**src/rtl/pc_sequencer.sv**
```systemverilog
// pc_sequencer: program-counter sequencer for the Forth core.
// Holds the PC and picks the next value from NEXT/JMP/BZ/CALL/RET/HOLD.
// A small LIFO keeps return addresses for CALL/RET. Overflow and underflow
// of that stack are recorded in sticky flags that only Rst clears.
module pc_sequencer #(
  parameter int              AW        = 16,
  parameter int              RS_DEPTH  = 16,
  parameter logic [AW-1:0]   RESET_VEC = '0
) (
  input  logic                          Clk,
  input  logic                          Rst,
  input  logic                          Stall,
  input  logic [2:0]                    Op,
  input  logic [AW-1:0]                 Target,
  input  logic                          Cond,
  output logic [AW-1:0]                 PC,
  output logic [AW-1:0]                 RsTop,
  output logic [$clog2(RS_DEPTH+1)-1:0] RsCount,
  output logic                          RsOvf,
  output logic                          RsUnf
);

  localparam int CW = $clog2(RS_DEPTH+1);
  localparam int PW = $clog2(RS_DEPTH);

  typedef enum logic [2:0] {
    OP_NEXT = 3'b000,
    OP_JMP  = 3'b001,
    OP_BZ   = 3'b010,
    OP_CALL = 3'b011,
    OP_RET  = 3'b100,
    OP_HOLD = 3'b101
  } op_t;

  logic [AW-1:0] pc_q, pc_next, pc_inc, rs_top;
  logic [CW-1:0] cnt_q, cnt_next, cnt_m1;
  logic [PW-1:0] top_idx;
  logic          ovf_q, ovf_next, unf_q, unf_next;
  logic          push, full, empty;
  logic [AW-1:0] stack [RS_DEPTH];

  // Values derived from state only; the stack top never sees the inputs.
  assign pc_inc  = pc_q + AW'(1);
  assign full    = (cnt_q == CW'(RS_DEPTH));
  assign empty   = (cnt_q == '0);
  assign cnt_m1  = cnt_q - CW'(1);
  assign top_idx = cnt_m1[PW-1:0];
  assign rs_top  = empty ? '0 : stack[top_idx];

  // Next-PC, stack pointer and flag selection for the current operation.
  always_comb begin
    pc_next  = pc_q;
    cnt_next = cnt_q;
    push     = 1'b0;
    ovf_next = ovf_q;
    unf_next = unf_q;
    case (Op)
      OP_JMP:  pc_next = Target;
      OP_BZ:   pc_next = Cond ? Target : pc_inc;
      OP_CALL: begin
        pc_next = Target;
        if (full) begin
          ovf_next = 1'b1;
        end else begin
          push     = 1'b1;
          cnt_next = cnt_q + CW'(1);
        end
      end
      OP_RET: begin
        if (empty) begin
          pc_next  = pc_inc;
          unf_next = 1'b1;
        end else begin
          pc_next  = rs_top;
          cnt_next = cnt_m1;
        end
      end
      OP_HOLD: pc_next = pc_q;
      default: pc_next = pc_inc;
    endcase
  end

  // Control state: reset beats stall, stall freezes everything.
  always_ff @(posedge Clk) begin
    if (Rst) begin
      pc_q  <= RESET_VEC;
      cnt_q <= '0;
      ovf_q <= 1'b0;
      unf_q <= 1'b0;
    end else if (!Stall) begin
      pc_q  <= pc_next;
      cnt_q <= cnt_next;
      ovf_q <= ovf_next;
      unf_q <= unf_next;
    end
  end

  // Return-address storage; contents are don't-care after reset.
  always_ff @(posedge Clk) begin
    if (!Rst && !Stall && push) begin
      stack[cnt_q[PW-1:0]] <= pc_inc;
    end
  end

  assign PC      = pc_q;
  assign RsTop   = rs_top;
  assign RsCount = cnt_q;
  assign RsOvf   = ovf_q;
  assign RsUnf   = unf_q;

endmodule
```
**config.mk**
```make
export PLATFORM = sky130hd
export DESIGN_NAME = pc_sequencer
export DESIGN_NICKNAME = d
export VERILOG_FILES = /design/src/rtl/pc_sequencer.sv
export SDC_FILE = /design/constraint.sdc
export NUM_CORES = 1
export LEC_CHECK = 0
export ABC_AREA = 1
export CELL_PAD_IN_SITES_DETAIL_PLACEMENT = 0
export CELL_PAD_IN_SITES_GLOBAL_PLACEMENT = 1
export CORE_ASPECT_RATIO = 0.9
export CORE_MARGIN = 2
export CORE_UTILIZATION = 40
export DETAILED_ROUTE_END_ITERATION = 7
export GPL_TIMING_DRIVEN = 0
export PLACE_DENSITY = 0.68
export SYNTH_ARGS = -nofsm -noshare
export SYNTH_HDL_FRONTEND = slang
export SYNTH_SLANG_ARGS = --single-unit
```
**constraint.sdc**
```tcl
create_clock -name Clk -period 3.5 [get_ports Clk]
set_input_delay 0.525 -clock Clk [delete_from_list [all_inputs] [get_ports Clk]]
set_output_delay 0.525 -clock Clk [all_outputs]
set_load 0.02 [all_outputs]
```
==> flow_summary.ini, run 1 <==
[yosys]
ys_seq_area_share_pct = 64.5
synth_top_cell_by_area = edfxtp_1
synth_seq_cells = 279
ys_async_sr_fraction_pct = 0
synth.avg_cell_area_um2 = 10.0
synth-edff-count = 256
synthCells = 1261
synth_nets = 1290
synthTopCellsByCount = 430 x nand2_1, 261 x nand3_1, 256 x edfxtp_1
ys_warn_count = 0
syn_area_um2 = 12600
synth_top_area_share_pct = 60.9
yosysMostFrequentCell = nand2_1
synth_ff_type = edfxtp_1
synth_area_leaders = edfxtp_1 61%, nand2_1 13%, nand3_1 10%
synth_cell_types = 34

[global_routing]
grt_pass1_vias = 8816
grt_overflow = 0
grt_max_degree = 19
grtUsageTotal_pct = 23.9
grt_pass1_wl_um = 57700
antenna_found_initial = 0

[clock_tree]
htreeDepth = 1
clock-sinks = 279
clock_latency_ps = 570
cts_hold_buffers = 0
cts_buffers = 31
cts_buffer_depth = 3
cts_tree = done
root_buffer = clkbuf_16
path_clk_slew_ps = 60

[route]
drtAntennaViolNets = 0
first_pass_iters = 5
wl_per_cell_um = 21.8
vias = 9378
via_per_inst = 5.21
drc = 0
drt_iter0_markers = 816
routed_wl_um = 39200

[setup_path]
start_kind = flip-flop
timing.rr.end = stack[10][12]
crit_path_end = RsTop[12]
required_ps = 2970
r2r-start = RsCount[0]
crit_type = flip-flop to primary output
worstRegToRegCells = 9
crit_fanout = 11
crit_start = RsCount[0]
arrival_ps = 2900
ff2ff_setup_slack_ps = 460
end_kind = primary output

[finish]
fin_nets = 1396
syn_to_final_growth_pct = 20.6
diodes = 0
finalInstanceArea_um2 = 15200
post-route-util_pct = 49.2
drive_above_1_share_pct = 15.2

[timing]
relSlewSlack_pct = 11.0
fmax_ghz = 0.292
tightestPinTransition_ps = 1330
whs_ps = 491
setup_viol = 0
finalCritPeriodShare_pct = 98.0
rsz0062_at_grt = yes
drv_slew = 0
finalClockSkew_ps = 23.0
final-hold-violation-count = 0
worst_slack_ps = 71.5
fin_crit_ps = 3430
setup_tns_ps = 0

[floorplan]
die_area_um2 = 33000
initial_core_util_pct = 40.8
rows = 61
core-area_um2 = 31000
dieWidth_um = 191
io_pins = 62
die_y_um = 173

[place]
pre_cts_ws_ps = -510
routabilityCongestion = 1.07
placed_area_um2 = 13900
port_buffers = 61
dp_hpwl_um = 27200

[pwr]
power_density_nw_per_um2 = 531
peakVddDrop_v = 0.000355
p_leak_nw = 5.84

[status]
status = finished clean

[job]
drv_cap = 0

[hold_path]
hold_class = flip-flop to flip-flop
worstHoldPathCells = 2
worst min path at each step:
stage,start,end,slack [ps]
global route,RsUnf,RsUnf,520
CTS,RsUnf,RsUnf,490
finish,RsUnf,RsUnf,490
detailed placement,RsUnf,RsUnf,460
floorplan,RsOvf,RsOvf,540
global placement,RsUnf,RsUnf,460
routing by layer:
layer	global-route usage [%]	up-vias	routed length [um]
met4	5.45	0	850
li1	-	4550	-
met2	37.9	269	18300
met5	0	-	0
met3	2.44	48	1910
met1	35.3	4511	18100
worst max-delay path, cell delays in order (launching register included):
cell and delay, ps:
dfxtp_4 370, buf_6 150, inv_4 120, buf_12 180, ha_1 170, inv_1 60
nand2_2 80, nand2_4 90, inv_4 120, buf_6 170, nand3_1 190, nand3_2 160
nand2_1 100, nor2_1 100, clkdlybuf4s15_2 270
where the power goes:
group	internal [mW]	switching (mW)
combinational	0.378	0.856
sequential	3.68	0.0282
clock	1.85	1.30
total	5.90	2.18
state kept, by name, indices dropped and copies added, names as in the netlist:
name     cells
RsUnf        1
RsCount      5
RsOvf        1
stack      256
PC          16
repair_timing:
| item | 4_1_cts | 5_1_grt |
|---|---|---|
| buffers inserted | 2 | 0 |
| cloned | 1 | 0 |
| setup endpoints to repair | 30 | 16 |
| pin swaps | 1 | 1 |
| gates resized for setup | 103 | 31 |
metrics by stage:
step,std cells,power [mW]
final,1801,8.09
after global routing,1801,8.35
after CTS,1801,8.10
after detailed placement,1741,4.92
after global placement,1731,4.91
after floorplan,1261,4.39
layout make-up:
cell class	count	area, um2
clock inverters	7	78.8
clock buffers	51	911
plain buffers	66	547
flip-flops and latches	279	8150
repair buffers	74	747
multi-input cells	849	4040
inverters	66	253
fillers	2886	15800
well taps	409	512
cells in the final DEF, fill, tap and decap left out, types with 6 or more instances in the layout:
| master | count |
|---|---|
| nor3_2 | 9 |
| dfxtp_1 | 21 |
| nor2_1 | 32 |
| inv_1 | 58 |
| buf_2 | 28 |
| clkbuf_16 | 31 |
| a21oi_1 | 39 |
| clkdlybuf4s15_2 | 9 |
| nand2_1 | 424 |
| clkdlybuf4s50_1 | 45 |
| buf_4 | 8 |
| o21ai_0 | 22 |
| nand3_1 | 236 |
| clkbuf_1 | 18 |
| inv_2 | 6 |
| clkbuf_2 | 6 |
| nand2_2 | 9 |
| nor2_2 | 12 |
| nand3_2 | 26 |
| clkbuf_8 | 11 |
| edfxtp_1 | 256 |
| buf_6 | 28 |
| nand4_1 | 6 |
kinds of logic (layout without fill, tap and decap cells):
| logic type | after synthesis | count (layout) | synth area share, % |
|---|---|---|---|
| AOI/OAI and AO/OA | 73 | 73 | 3.14 |
| xor gates and xnor gates | 6 | 6 | 0.416 |
| adders and majority gates | 6 | 6 | 0.594 |
| buffers and inverters | 133 | 264 | 5.36 |
| DFF | 279 | 279 | 64.5 |
| and+or+nand+nor | 764 | 764 | 26.0 |
Power figures use the tool's default switching activity.
==> run 2, diff against run 1 <==
--- a/config.mk
+++ b/config.mk
@@ -5,7 +5,6 @@
 export SDC_FILE = /design/constraint.sdc
 export NUM_CORES = 1
 export LEC_CHECK = 0
-export ABC_AREA = 1
 export CELL_PAD_IN_SITES_DETAIL_PLACEMENT = 0
 export CELL_PAD_IN_SITES_GLOBAL_PLACEMENT = 1
 export CORE_ASPECT_RATIO = 0.9
@@ -13,7 +12,7 @@
 export CORE_UTILIZATION = 40
 export DETAILED_ROUTE_END_ITERATION = 7
 export GPL_TIMING_DRIVEN = 0
-export PLACE_DENSITY = 0.68
+export PLACE_DENSITY = 0.63
 export SYNTH_ARGS = -nofsm -noshare
 export SYNTH_HDL_FRONTEND = slang
 export SYNTH_SLANG_ARGS = --single-unit
==> run 2 against run 1 <==
Effect of this change:
- the flow now finishes with violations (negative setup slack)
- sequential share of layout area up 1.3 points
- final cell count decreased by 32%
- synthesized cell count down 48%
- sequential power hardly changed
- final area down 2.3%
- worst setup slack got worse by 350 ps
- synthesized area decreased by 6.5%
- sequential cell count did not move
- routed wire length decreased by 14%
- global-route usage fell by 1.7 points
- critical path depth is 4 lower
- critical endpoint unchanged
- largest cell class unchanged
==> flow_summary.ini, run 2 <==
[clock_tree]
clock_latency_ps = 550
cts_buffer_depth = 3
path_clk_slew_ps = 60
root_buffer = clkbuf_16
cts_hold_buffers = 0
clock-sinks = 279
htreeDepth = 1
cts_tree = done
cts_buffers = 31

[finish]
drive_above_1_share_pct = 31.6
final_common_cell = edfxtp_1
final_cell_mix = 256 x edfxtp_1, 61 x mux4_2, 49 x buf_4
finalInstanceArea_um2 = 14900
fillers = 2399
diodes = 0
fin_cells = 1226
largest_reg_flops = 256
syn_to_final_growth_pct = 26.0
fin_nets = 836

[yosys]
ys_warn_count = 0
synth_top_area_share_pct = 65.1
synth_area_leaders = edfxtp_1 65%, mux4_2 11%, dfxtp_1 3.9%
synth.avg_cell_area_um2 = 18.0
synthTopCellsByCount = 256 x edfxtp_1, 57 x mux4_2, 40 x nor2_1
synth-edff-count = 256
synth_ff_type = edfxtp_1
ys_seq_area_share_pct = 69.0
ys_async_sr_fraction_pct = 0
yosysMostFrequentCell = edfxtp_1
synth_seq_cells = 279
synthCells = 658
synth_cell_types = 62
synth_nets = 687
synth_top_cell_by_area = edfxtp_1
syn_area_um2 = 11800

[route]
drc = 0
wl_per_cell_um = 27.6
vias = 6979
drt_iter0_markers = 800
drtAntennaViolNets = 0
first_pass_iters = 6
routed_wl_um = 33800
via_per_inst = 5.69

[floorplan]
io_pins = 62
initial_core_util_pct = 40.7
rows = 59
dieWidth_um = 185
die_y_um = 167
core-area_um2 = 29000
die_area_um2 = 30900

[timing]
worst_slack_ps = -275
setup_tns_ps = -3280
whs_ps = 491
tightestPinTransition_ps = 1370
final-hold-violation-count = 0
finalClockSkew_ps = 12.7
setup_viol = 16
relSlewSlack_pct = 8.14
finalCritPeriodShare_pct = 108
drv_slew = 0
fin_crit_ps = 3780
fmax_ghz = 0.265
rsz0062_at_grt = yes

[place]
placed_area_um2 = 13000
port_buffers = 60
dp_cells = 1114
dp_hpwl_um = 20300
routabilityCongestion = 0.849

[pwr]
p_leak_nw = 4.98
peakVddDrop_v = 0.000304
power_frac_clock_pct = 40.5
seq_power_share_pct = 47.7
switching_share_pct = 23.1
combPwrFrac_pct = 11.8
p_sw_mw = 1.81
cellInternalPower_mw = 6.00
power_density_nw_per_um2 = 525
finalPower_mw = 7.81

[global_routing]
grt_max_degree = 20
grtUsageTotal_pct = 22.2
grt_pass1_vias = 7005
grt_overflow = 0
grt_pass1_wl_um = 48500
antenna_found_initial = 0

[setup_path]
worstRegToRegCells = 12
worstSetupPathDepth = 10
start_kind = flip-flop
slowest_stage = mux4_2
required_ps = 2970
r2r-start = RsCount[0]
arrival_ps = 3250
critPathBufInv = 6
timing.rr.end = PC[8]
end_kind = primary output
crit_chain = buf_12, buf_12, clkinvlp_4, ha_4, clkbuf_16, buf_12, mux4_2, mux4_2, and2_4, buf_6
ff2ff_setup_slack_ps = 370
crit_type = flip-flop to primary output
critPathTopFamily = buffers and inverters
crit_top_cell = buf_12
crit_fanout = 6
slowest_delay_ps = 530

[hold_path]
hold_class = input pin to flip-flop
holdPathEnd = RsUnf
min-delay-start = Stall
worstHoldPathCells = 4

[job]
drv_cap = 0

[status]
status = finished, violations left
violations = negative setup slack
## run 2: what timing repair did
action                                  4_1_cts  5_1_grt
gates resized for setup                     154       32
pin swaps                                    10        8
endpoints found under the setup margin      129      160
buffers inserted                             40       19
gates cloned                                  3        0
## run 2: kinds of logic after synthesis
logic type	after synthesis	share of synthesized area [%]
buf+inv	43	2.03
flops	279	69.0
fa+ha+maj	6	0.636
xor+xnor	24	1.78
simple gates	138	6.08
mux	87	15.6
compound gates	81	4.87
## run 2: worst max-delay path by stage
stage                     startpoint      endpoint  slack (ps)
final                     RsCount[0]     RsTop[12]        -280
after global routing      RsCount[0]     RsTop[15]        -340
after CTS                 RsCount[0]     RsTop[15]        -470
after detailed placement  RsCount[0]     RsTop[10]       -1540
after global placement    RsCount[0]  stack[0][10]       -2080
after floorplan           RsCount[0]     RsTop[11]          10
## run 2: layout make-up
type,instances,area (um2),share of cell area [%]
buffer,31,314,2.11
timing repair buffer,121,1210,8.15
multi-input combinational,336,3680,24.7
sequential,279,8150,54.8
tap,396,495,3.33
clock inverter,20,195,1.31
clock buffer,36,805,5.41
inverter,7,30.0,0.202
## run 2: worst min-delay path, delay by kind of cell
family,cells,cell delay (ps)
buffers and inverters,1,190
and+or+nand+nor,3,290
## run 2: power by group through the flow
stage / combinational, mW / clock [mW] / sequential, mW
after floorplan: 0.414 / 0 / 3.80
after global placement: 0.683 / 0 / 3.79
after detailed placement: 0.696 / 0 / 3.80
after CTS: 0.867 / 3.20 / 3.72
after global routing: 0.975 / 3.35 / 3.73
final: 0.924 / 3.16 / 3.73
## run 2: routing by layer
| metal | vias up | part of all wire (%) | track usage [%] |
|---|---|---|---|
| met5 | - | 0 | 0 |
| met4 | 0 | 2.1 | 5.42 |
| met3 | 49 | 7.8 | 4.05 |
| met2 | 318 | 46 | 34.2 |
| met1 | 3638 | 44 | 32.8 |
| li1 | 2974 | - | - |
## run 2: metrics by stage
stage                     worst slack (ps)  utilization, %
after detailed placement             -1540            44.9
after global placement               -2080            44.8
after global routing                  -340            51.3
after floorplan                       10.3               -
after CTS                             -466            50.5
final                                 -275            51.3
==> run 3, diff against run 2 <==
--- a/config.mk
+++ b/config.mk
@@ -13,6 +13,7 @@
 export DETAILED_ROUTE_END_ITERATION = 7
 export GPL_TIMING_DRIVEN = 0
 export PLACE_DENSITY = 0.63
+export SKIP_CTS_REPAIR_TIMING = 1
 export SYNTH_ARGS = -nofsm -noshare
 export SYNTH_HDL_FRONTEND = slang
 export SYNTH_SLANG_ARGS = --single-unit
==> run 3 against run 2 <==
Effect of this change:
- the run still ends with negative setup slack left
- first-iteration DRC count grew 1.0%
- clock skew is essentially flat
- fmax shrank 6.0%
- highest routed layer unchanged
==> flow_summary.ini, run 3 (synthesized netlist as in run 2, its figures left out) <==
[status]
status = finished, violations left
violations = negative setup slack

[clock_tree]
path_clk_slew_ps = 60
htreeDepth = 1
cts_tree = done
cts_buffer_depth = 3
clock-sinks = 279
root_buffer = clkbuf_16
cts_buffers = 31
clock_latency_ps = 550

[place]
routabilityCongestion = 0.849
dp_cells = 1114
placed_area_um2 = 13000
port_buffers = 60
pre_cts_ws_ps = -1540
dp_hpwl_um = 20300

[setup_path]
start_kind = flip-flop
crit_fanout = 10
crit_type = flip-flop to primary output
r2r-start = RsCount[0]
arrival_ps = 3490
required_ps = 2970
end_kind = primary output
crit_start = RsCount[0]

[timing]
worst_slack_ps = -517
rsz0062_at_grt = yes
fmax_ghz = 0.249
finalClockSkew_ps = 12.5
whs_ps = 487
drv_slew = 0
fin_crit_ps = 4020
tightestPinTransition_ps = 1340
setup_viol = 16
relSlewSlack_pct = 9.96
final-hold-violation-count = 0
finalCritPeriodShare_pct = 115

[finish]
final_common_cell = edfxtp_1
diodes = 0
multi_input_area_um2 = 3640
regArea_um2 = 8150
fillers = 2395
fin_cells = 1237
final_cell_mix = 256 x edfxtp_1, 65 x buf_4, 60 x mux4_2
fin_nets = 847
syn_to_final_growth_pct = 26.3
finalInstanceArea_um2 = 14900
drive_above_1_share_pct = 31.7
largest_reg_flops = 256

[floorplan]
dieWidth_um = 185
core-area_um2 = 29000
io_pins = 62
die_y_um = 167
rows = 59
die_area_um2 = 30900
initial_core_util_pct = 40.7

[route]
drc = 0
drtAntennaViolNets = 0
wl_per_cell_um = 27.2
vias = 6977
via_per_inst = 5.64
routed_wl_um = 33700
drt_iter0_markers = 808
first_pass_iters = 5

[pwr]
power_frac_clock_pct = 40.7
peakVddDrop_v = 0.000308
power_density_nw_per_um2 = 521
cellInternalPower_mw = 5.98
p_sw_mw = 1.80
finalPower_mw = 7.78
combPwrFrac_pct = 11.4
switching_share_pct = 23.1
seq_power_share_pct = 47.9
p_leak_nw = 5.02

[global_routing]
grt_overflow = 0
grt_pass1_vias = 6737
grt_pass1_wl_um = 46600
grtUsageTotal_pct = 21.3
antenna_found_initial = 0
grt_max_degree = 20

[hold_path]
hold_class = input pin to flip-flop
min-delay-start = Stall

[job]
drv_cap = 0
[run 3: final timing paths]
check             slack [ps]       end  depth (start not counted)
setup / recovery        -520  RsTop[2]                         13
hold / removal           490     RsUnf                          4
setup reg to reg         150     PC[1]                         14
hold reg to reg          490     RsUnf                          2
[run 3: per-layer routing]
| layer | share of wire, % | GRT usage [%] | up-vias |
|---|---|---|---|
| met5 | 0 | 0 | - |
| met4 | 2.2 | 5.45 | 0 |
| met3 | 7.2 | 4.31 | 47 |
| met2 | 46 | 32.4 | 278 |
| met1 | 44 | 31.5 | 3658 |
| li1 | - | - | 2994 |
[run 3: power groups by stage]
stage | Combinational, mW | Clock, mW | Sequential (mW)
floorplan | 0.414 | 0 | 3.80
global placement | 0.683 | 0 | 3.79
detailed placement | 0.696 | 0 | 3.80
CTS | 0.699 | 3.20 | 3.72
global route | 0.940 | 3.35 | 3.73
finish | 0.888 | 3.16 | 3.73
[run 3: through the flow]
step / setup TNS, ps / utilization, %
final: -6590 / 51.4
after global routing: -7810 / 51.4
after CTS: -63060 / 48.3
after detailed placement: -141800 / 44.9
after global placement: -142830 / 44.8
after floorplan: 0 / -
[run 3: cell type report]
cell class | count | area share [%]
repair buffers | 129 | 8.35
multi-input cells | 336 | 24.4
flip-flops and latches | 279 | 54.7
plain buffers | 34 | 2.39
well taps | 396 | 3.32
inverters | 7 | 0.201
clock inverters | 20 | 1.31
clock buffers | 36 | 5.39
[run 3: worst max-delay path, cell delays in order, from the launching register on]
cell and delay, ps:
dfxtp_4 390, buf_12 130, buf_16 130, buf_12 130
buf_12 100, clkinvlp_4 150, ha_4 250, xor2_4 240
buf_8 150, buf_8 140, mux4_2 310, mux4_2 490
and2_4 180, clkbuf_2 150
